File: src/rtl/threshold_compress_sched_if.sv
`default_nettype none
// ============================================================================
//  Module      : threshold_compress_sched_if
//  Description : Bundles the job control, preactivation stream, packed word
//                stream and compressor side-band of threshold_compress_sched.
//                "slave" is the sequencer's view; "master" is the view of the
//                surrounding core plus compressor.
//  Revision    : 1.0  initial release
// ============================================================================
interface threshold_compress_sched_if #(
    parameter int OUTPUT_WIDTH = 8,
    parameter int CNT_WIDTH    = 16
);
    // job control
    logic                    start;
    logic [CNT_WIDTH-1:0]    n_groups;
    logic [31:0]             threshold;
    logic                    busy;
    logic                    done;
    // preactivation stream
    logic                    preact_valid;
    logic [31:0]             preact;
    logic                    preact_ready;
    // packed word stream
    logic                    word_valid;
    logic [31:0]             word;
    logic                    word_last;
    logic                    word_ready;
    // compressor side
    logic [31:0]             cmp_data;
    logic [31:0]             cmp_threshold;
    logic                    cmp_enable;
    logic                    cmp_rst_n;
    logic [OUTPUT_WIDTH-1:0] cmp_byte;
    logic                    cmp_ready;

    modport slave (
        input  start, n_groups, threshold,
        input  preact_valid, preact,
        input  word_ready,
        input  cmp_byte, cmp_ready,
        output busy, done,
        output preact_ready,
        output word_valid, word, word_last,
        output cmp_data, cmp_threshold, cmp_enable, cmp_rst_n
    );

    modport master (
        output start, n_groups, threshold,
        output preact_valid, preact,
        output word_ready,
        output cmp_byte, cmp_ready,
        input  busy, done,
        input  preact_ready,
        input  word_valid, word, word_last,
        input  cmp_data, cmp_threshold, cmp_enable, cmp_rst_n
    );
endinterface
`default_nettype wire

File: src/rtl/threshold_compress_sched.sv
`default_nettype none
// ============================================================================
//  Module      : threshold_compress_sched
//  Description : Job sequencer for one threshold_compress instance. Latches a
//                threshold pair and a group count, feeds TRITS preactivations
//                per group into the compressor, collects one byte per group
//                and packs the bytes little-endian into 32-bit words.
//  Revision    : 1.0  initial release
// ============================================================================
module threshold_compress_sched #(
    parameter int OUTPUT_WIDTH = 8,
    parameter int TRITS        = 5,
    parameter int CNT_WIDTH    = 16
) (
    input  wire                        clk_i,
    input  wire                        rst_ni,
    threshold_compress_sched_if.slave  bus
);

    localparam int BYTES_PER_WORD = 32 / OUTPUT_WIDTH;
    localparam int LANE_W         = (BYTES_PER_WORD > 1) ? $clog2(BYTES_PER_WORD) : 1;
    localparam int TRIT_W         = $clog2(TRITS + 1);

    typedef enum logic [2:0] {
        S_IDLE  = 3'd0,
        S_CLEAR = 3'd1,
        S_FEED  = 3'd2,
        S_WAIT  = 3'd3,
        S_OUT   = 3'd4,
        S_DONE  = 3'd5
    } state_t;

    state_t                state;
    state_t                state_next;

    logic [31:0]           threshold_q;
    logic [CNT_WIDTH-1:0]  n_groups_q;
    logic [CNT_WIDTH-1:0]  groups_done;
    logic [TRIT_W-1:0]     trit_cnt;
    logic [LANE_W-1:0]     byte_idx;
    logic [31:0]           word_q;
    logic                  last_q;
    logic                  zero_done;

    logic                  start_job;
    logic                  start_empty;
    logic                  feed_hs;
    logic                  last_trit;
    logic                  capture;
    logic                  lane_full;
    logic                  final_group;
    logic [CNT_WIDTH:0]    groups_after;

    // One extra bit so the final-group compare never wraps at the maximum count.
    assign groups_after = {1'b0, groups_done} + {{CNT_WIDTH{1'b0}}, 1'b1};
    assign final_group  = (groups_after == {1'b0, n_groups_q});

    assign start_job    = (state == S_IDLE) && bus.start && (bus.n_groups != '0);
    assign start_empty  = (state == S_IDLE) && bus.start && (bus.n_groups == '0);
    assign feed_hs      = (state == S_FEED) && bus.preact_valid;
    assign last_trit    = (trit_cnt == TRIT_W'(TRITS - 1));
    assign capture      = (state == S_WAIT) && bus.cmp_ready;
    assign lane_full    = (byte_idx == LANE_W'(BYTES_PER_WORD - 1));

    // Preactivations pass straight through; the threshold is the job-latched copy.
    assign bus.cmp_data      = bus.preact;
    assign bus.cmp_threshold = threshold_q;
    assign bus.word          = word_q;

    // State register.
    always_ff @(posedge clk_i) begin
        if (!rst_ni) begin
            state <= S_IDLE;
        end else begin
            state <= state_next;
        end
    end

    // Next-state decode and state-derived outputs.
    always_comb begin
        state_next       = state;
        bus.busy         = 1'b0;
        bus.done         = zero_done;
        bus.preact_ready = 1'b0;
        bus.cmp_enable   = 1'b0;
        bus.word_valid   = 1'b0;
        bus.word_last    = 1'b0;
        bus.cmp_rst_n    = rst_ni;

        case (state)
            S_IDLE: begin
                if (start_job) begin
                    state_next = S_CLEAR;
                end
            end
            S_CLEAR: begin
                bus.busy      = 1'b1;
                bus.cmp_rst_n = 1'b0;
                state_next    = S_FEED;
            end
            S_FEED: begin
                bus.busy         = 1'b1;
                bus.preact_ready = 1'b1;
                bus.cmp_enable   = feed_hs;
                if (feed_hs && last_trit) begin
                    state_next = S_WAIT;
                end
            end
            S_WAIT: begin
                bus.busy = 1'b1;
                if (capture) begin
                    state_next = (lane_full || final_group) ? S_OUT : S_FEED;
                end
            end
            S_OUT: begin
                bus.busy       = 1'b1;
                bus.word_valid = 1'b1;
                bus.word_last  = last_q;
                if (bus.word_ready) begin
                    state_next = last_q ? S_DONE : S_FEED;
                end
            end
            S_DONE: begin
                bus.busy   = 1'b1;
                bus.done   = 1'b1;
                state_next = S_IDLE;
            end
            default: begin
                state_next = S_IDLE;
            end
        endcase
    end

    // Job datapath: latched parameters, trit/group counters and word packing.
    always_ff @(posedge clk_i) begin
        if (!rst_ni) begin
            threshold_q <= '0;
            n_groups_q  <= '0;
            groups_done <= '0;
            trit_cnt    <= '0;
            byte_idx    <= '0;
            word_q      <= '0;
            last_q      <= 1'b0;
            zero_done   <= 1'b0;
        end else begin
            // An empty job completes immediately with a single done pulse.
            zero_done <= start_empty;

            case (state)
                S_IDLE: begin
                    if (start_job) begin
                        threshold_q <= bus.threshold;
                        n_groups_q  <= bus.n_groups;
                    end
                end
                S_CLEAR: begin
                    groups_done <= '0;
                    trit_cnt    <= '0;
                    byte_idx    <= '0;
                    word_q      <= '0;
                    last_q      <= 1'b0;
                end
                S_FEED: begin
                    if (feed_hs) begin
                        trit_cnt <= last_trit ? '0 : trit_cnt + TRIT_W'(1);
                    end
                end
                S_WAIT: begin
                    if (capture) begin
                        for (int k = 0; k < BYTES_PER_WORD; k++) begin
                            if (byte_idx == LANE_W'(k)) begin
                                word_q[k*OUTPUT_WIDTH +: OUTPUT_WIDTH] <= bus.cmp_byte;
                            end
                        end
                        byte_idx    <= byte_idx + LANE_W'(1);
                        groups_done <= groups_done + CNT_WIDTH'(1);
                        last_q      <= final_group;
                    end
                end
                S_OUT: begin
                    // Accepted word leaves; the next word starts from an all-zero image.
                    if (bus.word_ready) begin
                        word_q   <= '0;
                        byte_idx <= '0;
                    end
                end
                default: begin
                end
            endcase
        end
    end

endmodule
`default_nettype wire
File: src/flat_wrapper.sv
// flat-port wrapper written by rule: the top's interface ports become plain ports
module threshold_compress_sched_flat 
#(
    parameter int OUTPUT_WIDTH = 8,
    parameter int TRITS        = 5,
    parameter int CNT_WIDTH    = 16
)
  (clk_i, rst_ni, bus_start, bus_n_groups, bus_threshold, bus_preact_valid, bus_preact, bus_word_ready, bus_cmp_byte, bus_cmp_ready, bus_busy, bus_done, bus_preact_ready, bus_word_valid, bus_word, bus_word_last, bus_cmp_data, bus_cmp_threshold, bus_cmp_enable, bus_cmp_rst_n);
  threshold_compress_sched_if #(.OUTPUT_WIDTH(OUTPUT_WIDTH), .CNT_WIDTH(CNT_WIDTH)) bus_i ();
  input  wire clk_i;
  input  wire rst_ni;
  input wire logic [$bits(bus_i.start)-1:0] bus_start;
  input wire logic [$bits(bus_i.n_groups)-1:0] bus_n_groups;
  input wire logic [$bits(bus_i.threshold)-1:0] bus_threshold;
  input wire logic [$bits(bus_i.preact_valid)-1:0] bus_preact_valid;
  input wire logic [$bits(bus_i.preact)-1:0] bus_preact;
  input wire logic [$bits(bus_i.word_ready)-1:0] bus_word_ready;
  input wire logic [$bits(bus_i.cmp_byte)-1:0] bus_cmp_byte;
  input wire logic [$bits(bus_i.cmp_ready)-1:0] bus_cmp_ready;
  output wire logic [$bits(bus_i.busy)-1:0] bus_busy;
  output wire logic [$bits(bus_i.done)-1:0] bus_done;
  output wire logic [$bits(bus_i.preact_ready)-1:0] bus_preact_ready;
  output wire logic [$bits(bus_i.word_valid)-1:0] bus_word_valid;
  output wire logic [$bits(bus_i.word)-1:0] bus_word;
  output wire logic [$bits(bus_i.word_last)-1:0] bus_word_last;
  output wire logic [$bits(bus_i.cmp_data)-1:0] bus_cmp_data;
  output wire logic [$bits(bus_i.cmp_threshold)-1:0] bus_cmp_threshold;
  output wire logic [$bits(bus_i.cmp_enable)-1:0] bus_cmp_enable;
  output wire logic [$bits(bus_i.cmp_rst_n)-1:0] bus_cmp_rst_n;
  assign bus_i.start = bus_start;
  assign bus_i.n_groups = bus_n_groups;
  assign bus_i.threshold = bus_threshold;
  assign bus_i.preact_valid = bus_preact_valid;
  assign bus_i.preact = bus_preact;
  assign bus_i.word_ready = bus_word_ready;
  assign bus_i.cmp_byte = bus_cmp_byte;
  assign bus_i.cmp_ready = bus_cmp_ready;
  assign bus_busy = bus_i.busy;
  assign bus_done = bus_i.done;
  assign bus_preact_ready = bus_i.preact_ready;
  assign bus_word_valid = bus_i.word_valid;
  assign bus_word = bus_i.word;
  assign bus_word_last = bus_i.word_last;
  assign bus_cmp_data = bus_i.cmp_data;
  assign bus_cmp_threshold = bus_i.cmp_threshold;
  assign bus_cmp_enable = bus_i.cmp_enable;
  assign bus_cmp_rst_n = bus_i.cmp_rst_n;
  threshold_compress_sched #(.OUTPUT_WIDTH(OUTPUT_WIDTH), .TRITS(TRITS), .CNT_WIDTH(CNT_WIDTH)) u_core (.clk_i(clk_i), .rst_ni(rst_ni), .bus(bus_i));
endmodule
File: config.mk
export PLATFORM = sky130hd
export DESIGN_NAME = threshold_compress_sched_flat
export DESIGN_NICKNAME = d
export VERILOG_FILES = /design/src/rtl/threshold_compress_sched_if.sv /design/src/rtl/threshold_compress_sched.sv /design/src/flat_wrapper.sv
export SDC_FILE = /design/constraint.sdc
export NUM_CORES = 1
export LEC_CHECK = 0
export CORE_MARGIN = 1.5
export CORE_UTILIZATION = 49
export CTS_CLUSTER_DIAMETER = 150
export DETAILED_ROUTE_END_ITERATION = 7
export GPL_ROUTABILITY_DRIVEN = 1
export PLACE_DENSITY = 0.87
export SKIP_CTS_REPAIR_TIMING = 1
export SLEW_MARGIN = 40
export SYNTH_ARGS = -nofsm -noshare
export SYNTH_HDL_FRONTEND = slang
export SYNTH_SLANG_ARGS = --single-unit
File: constraint.sdc
create_clock -name clk_i -period 4.8 [get_ports clk_i]
set_clock_uncertainty 0.2 [all_clocks]
set_input_delay 0.96 -clock clk_i [delete_from_list [all_inputs] [get_ports clk_i]]
set_output_delay 0.96 -clock clk_i [all_outputs]
set_load 0.005 [all_outputs]
Word level (Yosys, flattened, before mapping)
Cells that the tools add are included.
- RAM bits: 0
- flip-flop bits (word level): 106
- bits in read-only memories: 0
- logic and storage cells: 90
- bits in latches: 0
- memories: 0
- eq/ne operators: 19
- $add $sub $neg: 4
- shifts and indexed selects: 0
- bitwise operators: 0
- reductions and logical operators: 24
- multipliers: 0
- $lt $le $gt $ge: 0
- muxes and demuxes: 31
- divide/modulo/power cells: 0
- operators by type and width (operator ; number):
    case mux 32 bit (3 select lines) ; 1
    two-way mux 32 bit ; 2
    two-way mux 8 bit ; 4
    case mux 16 bit (2 select lines) ; 1
    two-way mux 3 bit ; 8
    AND reduction 4 bit ; 5
    adder 16 x 1 -> 17 bit, second input constant ; 1
    == test 17 x 16 -> 1 bit ; 1
    adder 16 x 1 -> 16 bit, second input constant ; 1
    zero test 16 bit ; 1
    two-way mux 16 bit ; 1
    nonzero test 16 bit ; 1
    case mux 3 bit (5 select lines) ; 1
    != test 2 bit, second input constant ; 5
    == test 3 bit, second input constant ; 3
    two-way mux 1 bit ; 8
    != test 2 x 1 -> 1 bit, second input constant ; 4
    == test 3 x 2 -> 1 bit, second input constant ; 2
    logical AND 1 bit ; 6
    case mux 2 bit (3 select lines) ; 1
    case mux 3 bit (2 select lines) ; 1
    AND reduction 2 bit ; 3
    OR reduction 5 bit ; 1
    == test 2 bit, second input constant ; 2
    12 further kinds ; 14

Logic depth before layout (Yosys ltp)
Gate-level depths: netlist of the first run.
- word-level depth: 6
- depth in mapped cells: 9
- gate-level depth less buffers: 8

Worst setup path after synthesis of the first run
No wires, ideal clock.
- path type: in2out
- start point: in rst_ni
- end point: out bus_cmp_rst_n
- data arrival time: 1.583 ns
- required time: 3.640 ns
- path buffers: 1
- setup slack: 2.057 ns
- stages on the path: 3
- cell sequence: clkbuf_1 -> clkinv_1 -> a21oi_1
- longest elaborated chain between the ends: 1
- RTL lines (what ; RTL line ; RTL):
    from (decl) ; flat_wrapper.sv:11 ; input wire rst_ni;
    two-way mux 1 bit ; threshold_compress_sched.sv:90 ; case (state)
    to (decl) ; flat_wrapper.sv:29 ; output wire logic [$bits(bus_i.cmp_rst_n)-1:0] bus_cmp_rst_n;
No other way between the ends.

Final worst setup path of the first run
- start point: reg u_core.state[1]
- end point: out bus_word_last
- longest elaborated chain between the ends: 2
- RTL lines (what ; RTL line ; RTL):
    from (decl) ; threshold_compress_sched.sv:33 ; state_t state;
    from (signal assigned) ; threshold_compress_sched.sv:75 ; state <= state_next;
    == test 3 bit ; threshold_compress_sched.sv:90 ;
    two-way mux 1 bit ; threshold_compress_sched.sv:90 ;
    to (decl) ; flat_wrapper.sv:25 ; output wire logic [$bits(bus_i.word_last)-1:0] bus_word_last;
No other way between the ends.

==> out/metrics.csv, run 1 <==
stage,metric,value,unit
outcome,status,"finished, final reports clean",
layout,final cell count without fillers,899,
grt,met3 GRT Util,7.11,%
power,P_leak,2.44,nW
detailed_routing,average routed wire per standard cell,16.0,um
floorplan,IO Pins,197,
logic_synthesis,cells after synthesis,682,
clocking,CTS tree,built,
sta,Fin Setup TNS,0,ps
grt,GR peak layer,met2,
power,overall power,2.44,mW
sta,Max Freq,293,MHz
logic_synthesis,top_reg_cell synth,dfxtp_1,
grt,largest net degree at the start of global routing,72,
layout,layout cells sized above 1,4.61,%
worst_setup_path,R2R setup slack,1880,ps
clocking,TritonCTS buffer count,9,
logic_synthesis,Synthesized Nets,783,
detailed_routing,drt first-iter violations,329,
clocking,Clock Path Buffers,2,
floorplan,chip width,109,um
detailed_routing,total number of vias,4996,
detailed_routing,Residual DRC,0,
power,maximum vdd ir drop,0.240,mV
logic_synthesis,register area share after synthesis,38.8,%
flow_run,MaxCap Viol Count,0,
layout,"Core Util, Final",62.5,%
grt,Tot GR Track Use,24.9,%
worst_setup_path,worst endpoint required time,3640,ps
placed_design,gpl congestion,0.890,
placed_design,port bufs,132,
floorplan,area of the core,10800,sq um
sta,RSZ-0062 raised after global routing,no,
sta,Final Hold Vio Count,0,
layout,n_diodes,0,
logic_synthesis,Post-Synthesis Cell Area,5460,sq um
worst_setup_path,kind of critical path,reg -> out,
worst_setup_path,CP startpoint kind,flop,
detailed_routing,drt pass-1 iters,5,
detailed_routing,WL final,14400,um
logic_synthesis,syn_area_per_cell,8.01,sq um
floorplan,DIE HEIGHT,109,um
sta,Worst-Margin Slew,699,ps
grt,met1 track utilization from global routing,29.9,%
grt,GRT Residual Overflow,0,
logic_synthesis,synth unique cells,64,
grt,met2 Use GR,41.2,%
floorplan,# rows,38,
detailed_routing,DRT antenna net count,0,
sta,Max Slew Vio Count,0,
sta,min Tclk post-route,3410,ps
logic_synthesis,ys async rst share,0,%
logic_synthesis,YS warnings,0,
logic_synthesis,Post-synth EDFFs,0,
min_path,HP Class,reg -> reg,
sta,Final setup viols,0,
worst_setup_path,CP Max Fanout,23,
clocking,H-tree depth,3,
worst_setup_path,CP endpoint kind,primary output,
sta,Final period util,71.0,%
clocking,Clock Root Buffer,clkbuf_8,
grt,antenna violations before repair,0,
clocking,"CTS clk-pin slew, worst paths",100,ps
floorplan,Initial Util,50.4,%
logic_synthesis,#FFs+latches synth,106,
detailed_routing,Vias/cell,5.56,
layout,fin nets,856,
worst_setup_path,WP data arrival,2250,ps
clocking,Clock Latency Late Sink,380,ps
floorplan,die area,11800,sq um
clocking,CTS Sinks,106,
grt,first-pass GRT wire length,23200,um
layout,Area Growth Syn to Fin,24.0,%
grt,vias in the first global route,4908,
sta,max_slew headroom,53.3,%
placed_design,DP Cell Count,884,
power,power density over the cells,360,nW/um^2
placed_design,HPWL after detailed placement,10500,um
stage by stage:
stage	worst slack, ps	area, sq um	hold slack (ps)
floorplan	2060	5460	253
global placement	1280	6580	245
detailed placement	1230	6580	256
CTS	1300	6780	272
global route	1290	6780	293
finish	1390	6780	271
report_power, final:
part	internal (mW)	switching, mW	leakage, nW	total [mW]
Clock	0.257	0.315	0.101	0.572
Sequential	0.962	0.0882	0.862	1.05
Combinational	0.371	0.446	1.48	0.816
Total	1.59	0.849	2.44	2.44
cells by family (layout without fill, tap and decap cells):
kind of cell	after synthesis	count (layout)	synth area share, %
AO/OA/AOI/OAI	137	137	16.9
XOR/XNOR	13	13	2.08
adder cells (fa/ha/maj)	7	7	1.60
buffers and inverters	88	165	8.61
flip-flops	106	106	38.8
multiplexers	34	34	6.25
AND/OR/NAND/NOR	297	297	25.8
layout make-up:
type	instances	area, sq um
fill	925	4060
multi-input combinational	488	2870
inverter	12	45.0
clock inverter	5	62.6
sequential	106	2120
clock buffer	10	138
timing repair buffer	138	1360
tap	140	175
synthesized netlist by cell type (2+ instances only):
master | number | share of area [%]
a21boi_0 | 48 | 6.6
a21o_1 | 3 | 0.41
a21oi_1 | 30 | 2.7
a22oi_1 | 2 | 0.27
a31oi_1 | 3 | 0.34
a41oi_1 | 2 | 0.32
and2_1 | 9 | 1.0
and3_1 | 15 | 1.7
and4_1 | 4 | 0.64
buf_2 | 15 | 1.4
buf_4 | 32 | 4.4
clkbuf_1 | 27 | 1.9
dfxtp_1 | 106 | 39
ha_1 | 7 | 1.6
inv_1 | 10 | 0.69
mux2i_1 | 33 | 6.0
nand2_1 | 132 | 9.1
nand2b_1 | 3 | 0.34
nand3_1 | 11 | 1.0
nand4_1 | 7 | 0.80
nand4b_1 | 2 | 0.32
nor2_1 | 53 | 3.6
nor2_2 | 4 | 0.46
nor2b_1 | 20 | 2.3
nor3_1 | 16 | 1.5
nor4_1 | 8 | 0.92
o21a_1 | 4 | 0.55
o21ai_0 | 22 | 2.0
o221ai_1 | 3 | 0.48
o31ai_1 | 3 | 0.41
or3_1 | 4 | 0.46
xnor2_1 | 9 | 1.4
xor2_1 | 4 | 0.64
final timing paths:
check                                            from                                       end  depth (start not counted)
max                      u_core.state[1]$_SDFFE_PN0P_                             bus_word_last                          4
min          u_core.bus.cmp_threshold[0]$_SDFFE_PN0P_  u_core.bus.cmp_threshold[0]$_SDFFE_PN0P_                          2
max reg2reg              u_core.state[0]$_SDFFE_PN0P_          u_core.bus.word[14]$_SDFFE_PN0P_                          6
min reg2reg  u_core.bus.cmp_threshold[0]$_SDFFE_PN0P_  u_core.bus.cmp_threshold[0]$_SDFFE_PN0P_                          2
flip-flops by register name, indices dropped and copies added (netlist names):
signal,cells
u_core.groups_done,16
u_core.n_groups_q,16
u_core.last_q,1
u_core.bus.word,32
u_core.zero_done,1
u_core.state,3
u_core.trit_cnt,3
u_core.byte_idx,2
u_core.bus.cmp_threshold,32
cells in the final DEF (no fill, tap or decap), types with 2 or more instances in the layout:
master | Yosys | final
xor2_1 | 4 | 4
nor2b_1 | 20 | 19
or3_1 | 4 | 4
and2_1 | 9 | 9
inv_1 | 10 | 10
a21oi_1 | 30 | 30
a41oi_1 | 2 | 2
clkbuf_8 | 0 | 10
nor3_1 | 16 | 16
and4_1 | 4 | 4
nand2b_1 | 3 | 3
a21o_1 | 3 | 3
nor4_1 | 8 | 8
dfxtp_1 | 106 | 106
clkdlybuf4s50_1 | 0 | 131
o31ai_1 | 3 | 3
nor2_2 | 4 | 4
o21a_1 | 4 | 4
and3_1 | 15 | 15
buf_4 | 32 | 6
nand4_1 | 7 | 7
o221ai_1 | 3 | 3
nand3_1 | 11 | 11
a22oi_1 | 2 | 2
o21ai_0 | 22 | 22
nand4b_1 | 2 | 2
mux2i_1 | 33 | 33
ha_1 | 7 | 7
nand2_1 | 132 | 132
xnor2_1 | 9 | 9
a21boi_0 | 48 | 48
a31oi_1 | 3 | 3
nor2_1 | 53 | 53
worst max-delay path: stages (launching register included):
cell and delay [ps]:
dfxtp_1 780, nor2b_1 180, and2b_1 260, and2_1 170, clkdlybuf4s50_1 480
layer usage:
layer  vias up  wire, um
met5         -         0
met4         0       377
met3        34      1180
met2       186      6960
met1      2324      5910
li1       2452         -
(Power assumes the default switching activity.)
==> run 2: changes to the inputs <==
--- a/config.mk
+++ b/config.mk
@@ -6,11 +6,11 @@
 export NUM_CORES = 1
 export LEC_CHECK = 0
 export CORE_MARGIN = 1.5
-export CORE_UTILIZATION = 49
+export CORE_UTILIZATION = 41
 export CTS_CLUSTER_DIAMETER = 150
 export DETAILED_ROUTE_END_ITERATION = 7
 export GPL_ROUTABILITY_DRIVEN = 1
-export PLACE_DENSITY = 0.87
+export PLACE_DENSITY = 0.77
 export SKIP_CTS_REPAIR_TIMING = 1
 export SLEW_MARGIN = 40
 export SYNTH_ARGS = -nofsm -noshare
==> constraint.sdc (replaced) <==
create_clock -name clk_i -period 2.8 [get_ports clk_i]
set_clock_uncertainty 0.2 [all_clocks]
set_input_delay 0.56 -clock clk_i [delete_from_list [all_inputs] [get_ports clk_i]]
set_output_delay 0.56 -clock clk_i [all_outputs]
set_load 0.005 [all_outputs]
==> run 2 against run 1 <==
Against the previous run:
- cell count increased by 5.0%
- largest power group unchanged
- critical endpoint unchanged
- highest routed layer unchanged
- critical path type unchanged
- non-clock buffer count increased by 13
- flip-flop and latch count unchanged
- setup slack got worse by 1200 ps
- largest cell class unchanged
==> out/metrics.csv, run 2 (synthesis results as in run 1) <==
stage,metric,value,unit,change
sta,Max Freq,378,MHz,
placed_design,Post-Place Setup Slack,86.7,ps,-1140 ps
floorplan,die area,14000,sq um,+19%
clocking,Clock Root Buffer,clkbuf_16,,
sta,min Tclk post-route,2640,ps,
detailed_routing,average routed wire per standard cell,14.7,um,-8.6%
grt,first-pass GRT wire length,23200,um,about the same
detailed_routing,WL met2,6280,um,-9.7%
layout,Register Area,2120,sq um,about the same
power,sequential group share of total power,38.4,%,-4.7 points
clocking,"CTS clk-pin slew, worst paths",70,ps,-30 ps
detailed_routing,Met3 Wirelength,1040,um,-12%
grt,antenna violations before repair,0,,unchanged
power,Gate power share,31.8,%,-1.7 points
worst_setup_path,CP startpoint kind,flop,,
sta,worst setup margin,156,ps,-1240 ps
grt,Tot GR Track Use,20.1,%,-4.9 points
detailed_routing,Vias/cell,5.18,,-6.9%
sta,Final setup viols,0,,unchanged
worst_setup_path,Worst R2R Start,u_core.groups_done[1]$_SDFFE_PN0P_,,
layout,"Core Util, Final",55.0,%,-7.5 points
worst_setup_path,R2R setup slack,230,ps,-1650 ps
detailed_routing,total number of vias,4886,,-2.2%
worst_setup_path,CP Cell Sequence,nor2b_1 -> and2b_1 -> and2_1 -> clkdlybuf4s50_1,,
layout,n_diodes,0,,unchanged
layout,Filler Cell Count,1214,,+31%
worst_setup_path,Crit path largest cell delay,520,ps,-260 ps
floorplan,chip width,118,um,+9.1%
floorplan,# rows,41,,+7.9%
sta,Worst-Margin Slew,615,ps,-84.1 ps
sta,Fin Setup TNS,0,ps,unchanged
worst_setup_path,CP endpoint kind,primary output,,
sta,max_slew headroom,58.9,%,+5.6 points
worst_setup_path,worst endpoint required time,2040,ps,-1600 ps
placed_design,port bufs,132,,unchanged
power,P_leak,2.58,nW,+5.4%
layout,fin nets,869,,+1.5%
flow_run,MaxCap Viol Count,0,,unchanged
worst_setup_path,Worst setup endpoint,bus_word_last,,
min_path,HP Class,reg -> reg,,
clocking,H-tree depth,3,,unchanged
detailed_routing,WL final,13800,um,-4.0%
placed_design,gpl congestion,0.880,,-1.1%
clocking,CTS tree,built,,
layout,"commonest non-fill, non-tap cells in the layout","nand2_1 (132), clkdlybuf4s50_1 (131), dfxtp_1 (105), nor2_1 (53), a21boi_0 (48)",,
clocking,TritonCTS buffer count,9,,unchanged
layout,Area Growth Syn to Fin,29.1,%,
sta,RSZ-0062 raised after global routing,no,,
layout,Final Cell Area,7060,sq um,+4.1%
worst_setup_path,reg-to-reg critical path endpoint,u_core.state[1]$_SDFFE_PN0P_,,
detailed_routing,drt pass-1 iters,5,,unchanged
detailed_routing,uppermost layer routed,met4,,
floorplan,DIE HEIGHT,118,um,+9.1%
detailed_routing,DRT antenna net count,0,,unchanged
floorplan,IO Pins,197,,unchanged
worst_setup_path,kind of critical path,reg -> out,,
clocking,Clock Latency Late Sink,350,ps,-30 ps
sta,Hold WS,263,ps,-8.11 ps
worst_setup_path,WP data arrival,1880,ps,-370 ps
worst_setup_path,r2r worst-path depth,8,,+2
power,maximum vdd ir drop,0.360,mV,+50%
placed_design,HPWL after detailed placement,9830,um,-6.2%
layout,layout cells sized above 1,6.09,%,+1.5 points
worst_setup_path,CP Max Fanout,12,,-48%
outcome,status,"finished, final reports clean",,
worst_setup_path,critical path launch point,u_core.state[1]$_SDFFE_PN0P_,,
layout,multi-input logic area,2870,sq um,about the same
layout,"most common cell after layout, fill and taps aside",nand2_1,,
grt,largest net degree at the start of global routing,72,,unchanged
clocking,CTS Sinks,106,,unchanged
grt,GRT Residual Overflow,0,,unchanged
detailed_routing,Residual DRC,0,,unchanged
power,Internal,3.15,mW,+98%
detailed_routing,drt first-iter violations,339,,+3.0%
sta,Final Hold Vio Count,0,,unchanged
power,NetSw,1.47,mW,+73%
worst_setup_path,Worst path slowest cell,clkdlybuf4s50_1,,
sta,Final period util,94.4,%,
placed_design,"Cell Area, Placed",6740,sq um,+2.5%
clocking,Clock Path Buffers,2,,unchanged
grt,vias in the first global route,4659,,-5.1%
floorplan,Initial Util,42.6,%,-7.8 points
power,Switching Fraction,31.8,%,-3.0 points
detailed_routing,Post-Route M1 WL,6250,um,+5.7%
sta,Max Slew Vio Count,0,,unchanged
power,Clk pwr share,29.7,%,+6.2 points
floorplan,area of the core,12800,sq um,+18%
power,power density over the cells,655,nW/um^2,+82%
[run 2: metrics by stage]
| step | std cells | power (mW) |
|---|---|---|
| after floorplan | 682 | 2.70 |
| after global placement | 929 | 3.27 |
| after detailed placement | 929 | 3.28 |
| after CTS | 944 | 4.65 |
| after global routing | 944 | 4.88 |
| final | 944 | 4.62 |
[run 2: power by group through the flow]
stage               Sequential [mW]  Combinational (mW)  Clock (mW)
global route                   1.80                1.63        1.45
CTS                            1.77                1.48        1.39
finish                         1.78                1.47        1.37
global placement               1.80                1.46           0
detailed placement             1.81                1.48           0
floorplan                      1.77               0.932           0
[run 2: how the worst min path moves through the flow]
stage / startpoint / endpoint / slack [ps] / cells after the start
floorplan: u_core.bus.cmp_threshold[0]$_SDFFE_PN0P_ / u_core.bus.cmp_threshold[0]$_SDFFE_PN0P_ / 250 / 2
global placement: u_core.bus.cmp_threshold[1]$_SDFFE_PN0P_ / u_core.bus.cmp_threshold[1]$_SDFFE_PN0P_ / 240 / 2
detailed placement: u_core.bus.cmp_threshold[1]$_SDFFE_PN0P_ / u_core.bus.cmp_threshold[1]$_SDFFE_PN0P_ / 250 / 2
CTS: u_core.bus.cmp_threshold[1]$_SDFFE_PN0P_ / u_core.bus.cmp_threshold[1]$_SDFFE_PN0P_ / 260 / 2
global route: u_core.bus.cmp_threshold[19]$_SDFFE_PN0P_ / u_core.bus.cmp_threshold[19]$_SDFFE_PN0P_ / 280 / 2
finish: u_core.bus.cmp_threshold[27]$_SDFFE_PN0P_ / u_core.bus.cmp_threshold[27]$_SDFFE_PN0P_ / 260 / 2
[run 2: cell type report]
class	instances	share of cell area (%)
Tap cell	172	3.05
Clock buffer	11	3.44
Clock inverter	4	1.05
Multi-Input combinational cell	488	40.7
Inverter	12	0.638
Timing Repair Buffer	151	21.0
Sequential cell	106	30.1
[run 2: worst max-delay path, delay by kind of cell, from the launching register on]
kind	cells	cell delay [ps]
buffers and inverters	1	520
flip-flops	1	410
AND/OR/NAND/NOR	3	610
[run 2: layer usage]
metal	up-vias	global-route usage, %
met4	0	7.23
met1	2248	26.0
li1	2468	-
met3	22	5.89
met2	148	31.7
met5	-	0
==> run 3: changes to the inputs <==
--- a/config.mk
+++ b/config.mk
@@ -6,11 +6,12 @@
 export NUM_CORES = 1
 export LEC_CHECK = 0
 export CORE_MARGIN = 1.5
-export CORE_UTILIZATION = 41
+export CORE_UTILIZATION = 42
+export CTS_BUF_LIST = sky130_fd_sc_hd__clkbuf_4 sky130_fd_sc_hd__clkbuf_8
 export CTS_CLUSTER_DIAMETER = 150
 export DETAILED_ROUTE_END_ITERATION = 7
 export GPL_ROUTABILITY_DRIVEN = 1
-export PLACE_DENSITY = 0.77
+export PLACE_DENSITY = 0.79
 export SKIP_CTS_REPAIR_TIMING = 1
 export SLEW_MARGIN = 40
 export SYNTH_ARGS = -nofsm -noshare
==> run 3 against run 2 <==
Against the previous run:
- core utilization shrank 0.12 points
- worst hold slack improved by 3.4 ps
- critical endpoint is now bus_cmp_rst_n
- routed wire length shrank 0.79%
- global-route usage up 0.45 points
- power shrank 4.6%
- flip-flop and latch count stayed put
- sequential share of layout area up 0.42 points
- via count rose by 1.2%
- non-clock buffer count fell by 4
- die area shrank 2.3%
- setup slack got worse by 34 ps
- first-iteration DRC count shrank 12%
==> out/metrics.csv, run 3 (synthesis results as in run 1) <==
stage,metric,value,unit,change
detailed_routing,drt first-iter violations,297,,-12%
grt,largest net degree at the start of global routing,72,,unchanged
layout,"Core Util, Final",54.9,%,-0.12 points
clocking,Clock Path Buffers,2,,unchanged
placed_design,"Cell Area, Placed",6710,sq um,-0.45%
detailed_routing,average routed wire per standard cell,14.6,um,-0.48%
worst_setup_path,worst endpoint required time,2040,ps,about the same
power,NetSw,1.46,mW,-0.95%
worst_setup_path,CP Max Fanout,13,,+1
power,overall power,4.41,mW,-4.6%
detailed_routing,Post-Route M1 WL,5850,um,-6.4%
detailed_routing,total number of vias,4946,,+1.2%
clocking,Clock Latency Late Sink,390,ps,+40 ps
grt,GRT Residual Overflow,0,,unchanged
worst_setup_path,CP endpoint kind,primary output,,
layout,layout cells sized above 1,5.85,%,-0.24 points
clocking,Clock Root Buffer,clkbuf_8,,
sta,Final Hold Vio Count,0,,unchanged
detailed_routing,WL met2,6330,um,+0.81%
grt,Tot GR Track Use,20.5,%,+0.45 points
worst_setup_path,Worst R2R Start,u_core.groups_done[0]$_SDFFE_PN0P_,,
power,P_leak,2.52,nW,-2.2%
min_path,HP Class,reg -> reg,,
detailed_routing,Residual DRC,0,,unchanged
grt,first-pass GRT wire length,22000,um,-5.3%
layout,"most common cell after layout, fill and taps aside",nand2_1,,
sta,Max Slew Vio Count,0,,unchanged
detailed_routing,uppermost layer routed,met4,,
worst_setup_path,r2r worst-path depth,7,,-1
worst_setup_path,CP startpoint kind,flop,,
sta,Final setup viols,0,,unchanged
detailed_routing,WL final,13700,um,-0.79%
sta,Fin Setup TNS,0,ps,unchanged
sta,max_slew headroom,60.0,%,+1.1 points
floorplan,chip width,117,um,-1.2%
power,Switching Fraction,33.0,%,+1.2 points
placed_design,gpl congestion,0.914,,+3.9%
detailed_routing,drt pass-1 iters,5,,unchanged
layout,Area Growth Syn to Fin,27.3,%,
detailed_routing,Met3 Wirelength,1170,um,+13%
worst_setup_path,R2R setup slack,190,ps,-40 ps
worst_setup_path,WP data arrival,1920,ps,+40 ps
power,sequential group share of total power,40.3,%,+1.9 points
floorplan,Initial Util,43.1,%,+0.52 points
clocking,TritonCTS buffer count,9,,unchanged
power,Internal,2.95,mW,-6.3%
floorplan,die area,13700,sq um,-2.3%
layout,fin nets,865,,-0.46%
flow_run,MaxCap Viol Count,0,,unchanged
worst_setup_path,critical path launch point,u_core.state[0]$_SDFFE_PN0P_,,
sta,min Tclk post-route,2680,ps,+33.6 ps
outcome,status,"finished, final reports clean",,
detailed_routing,Vias/cell,5.26,,+1.6%
floorplan,area of the core,12700,sq um,-1.2%
grt,antenna violations before repair,0,,unchanged
grt,vias in the first global route,4652,,-0.15%
power,maximum vdd ir drop,0.450,mV,+25%
floorplan,# rows,41,,unchanged
worst_setup_path,kind of critical path,reg -> out,,
power,Clk pwr share,26.3,%,-3.4 points
clocking,"CTS clk-pin slew, worst paths",100,ps,+30 ps
floorplan,DIE HEIGHT,117,um,-1.2%
min_path,Hold Path End,u_core.bus.cmp_threshold[15]$_SDFFE_PN0P_,,
sta,Final period util,95.6,%,+1.2 points
placed_design,HPWL after detailed placement,9940,um,+1.1%
detailed_routing,DRT antenna net count,0,,unchanged
sta,Worst-Margin Slew,600,ps,-15.8 ps
sta,Hold WS,266,ps,+3.40 ps
placed_design,port bufs,132,,unchanged
layout,Final Cell Area,6960,sq um,-1.4%
worst_setup_path,reg-to-reg critical path endpoint,u_core.last_q$_SDFFE_PN0P_,,
power,Gate power share,33.4,%,+1.6 points
sta,RSZ-0062 raised after global routing,no,,
power,power density over the cells,634,nW/um^2,-3.2%
floorplan,IO Pins,197,,unchanged
sta,Max Freq,373,MHz,-1.3%
clocking,CTS tree,built,,
clocking,CTS Sinks,106,,unchanged
min_path,hold path start,u_core.bus.cmp_threshold[15]$_SDFFE_PN0P_,,
min_path,Hold Path Cell Cnt,2,,unchanged
layout,"commonest non-fill, non-tap cells in the layout","nand2_1 (132), clkdlybuf4s50_1 (131), dfxtp_1 (106), nor2_1 (53), a21boi_0 (48)",,
clocking,H-tree depth,3,,unchanged
layout,n_diodes,0,,unchanged
-- run 3: layer usage --
metal  global-route usage, %  vias to the layer above
met4                    9.64                        0
li1                        -                     2455
met3                    6.75                       29
met2                    32.9                      169
met5                       0                        -
met1                    25.0                     2293
-- run 3: how the worst max path moves through the flow --
stage                                                           end  cells past startpoint  slack (ps)
final                                                 bus_cmp_rst_n                      3         120
after CTS                                             bus_word_last                      4          90
after global placement    u_core.bus.cmp_threshold[19]$_SDFFE_PN0P_                      7         250
after global routing                     u_core.last_q$_SDFFE_PN0P_                      7           9
after floorplan                          u_core.last_q$_SDFFE_PN0P_                      8         520
after detailed placement  u_core.bus.cmp_threshold[17]$_SDFFE_PN0P_                      7         200
-- run 3: cell type report --
type / instances / area [sq um]
clock buffer: 10 / 131
clock inverter: 6 / 114
fill: 1167 / 5720
inverter: 12 / 45.0
multi-input combinational: 488 / 2870
sequential: 106 / 2120
tap: 172 / 215
timing repair buffer: 147 / 1450
-- run 3: critical path, stage by stage (launching register included) --
cell and delay (ps):
dfxtp_1 540, nor2b_1 370, a21oi_1 130, clkdlybuf4s50_1 490
-- run 3: stage by stage --
step | setup slack (ps) | std cells
after detailed placement | 202 | 925
final | 122 | 941
after global routing | 8.69 | 941
after CTS | 89.9 | 941
after global placement | 252 | 925
after floorplan | 523 | 682
-- run 3: power groups by stage --
stage / Clock [mW] / Combinational (mW) / Sequential, mW
after detailed placement: 0 / 1.48 / 1.81
after global routing: 1.24 / 1.62 / 1.80
after global placement: 0 / 1.47 / 1.81
after floorplan: 0 / 0.932 / 1.77
final: 1.16 / 1.47 / 1.78
after CTS: 1.18 / 1.48 / 1.77
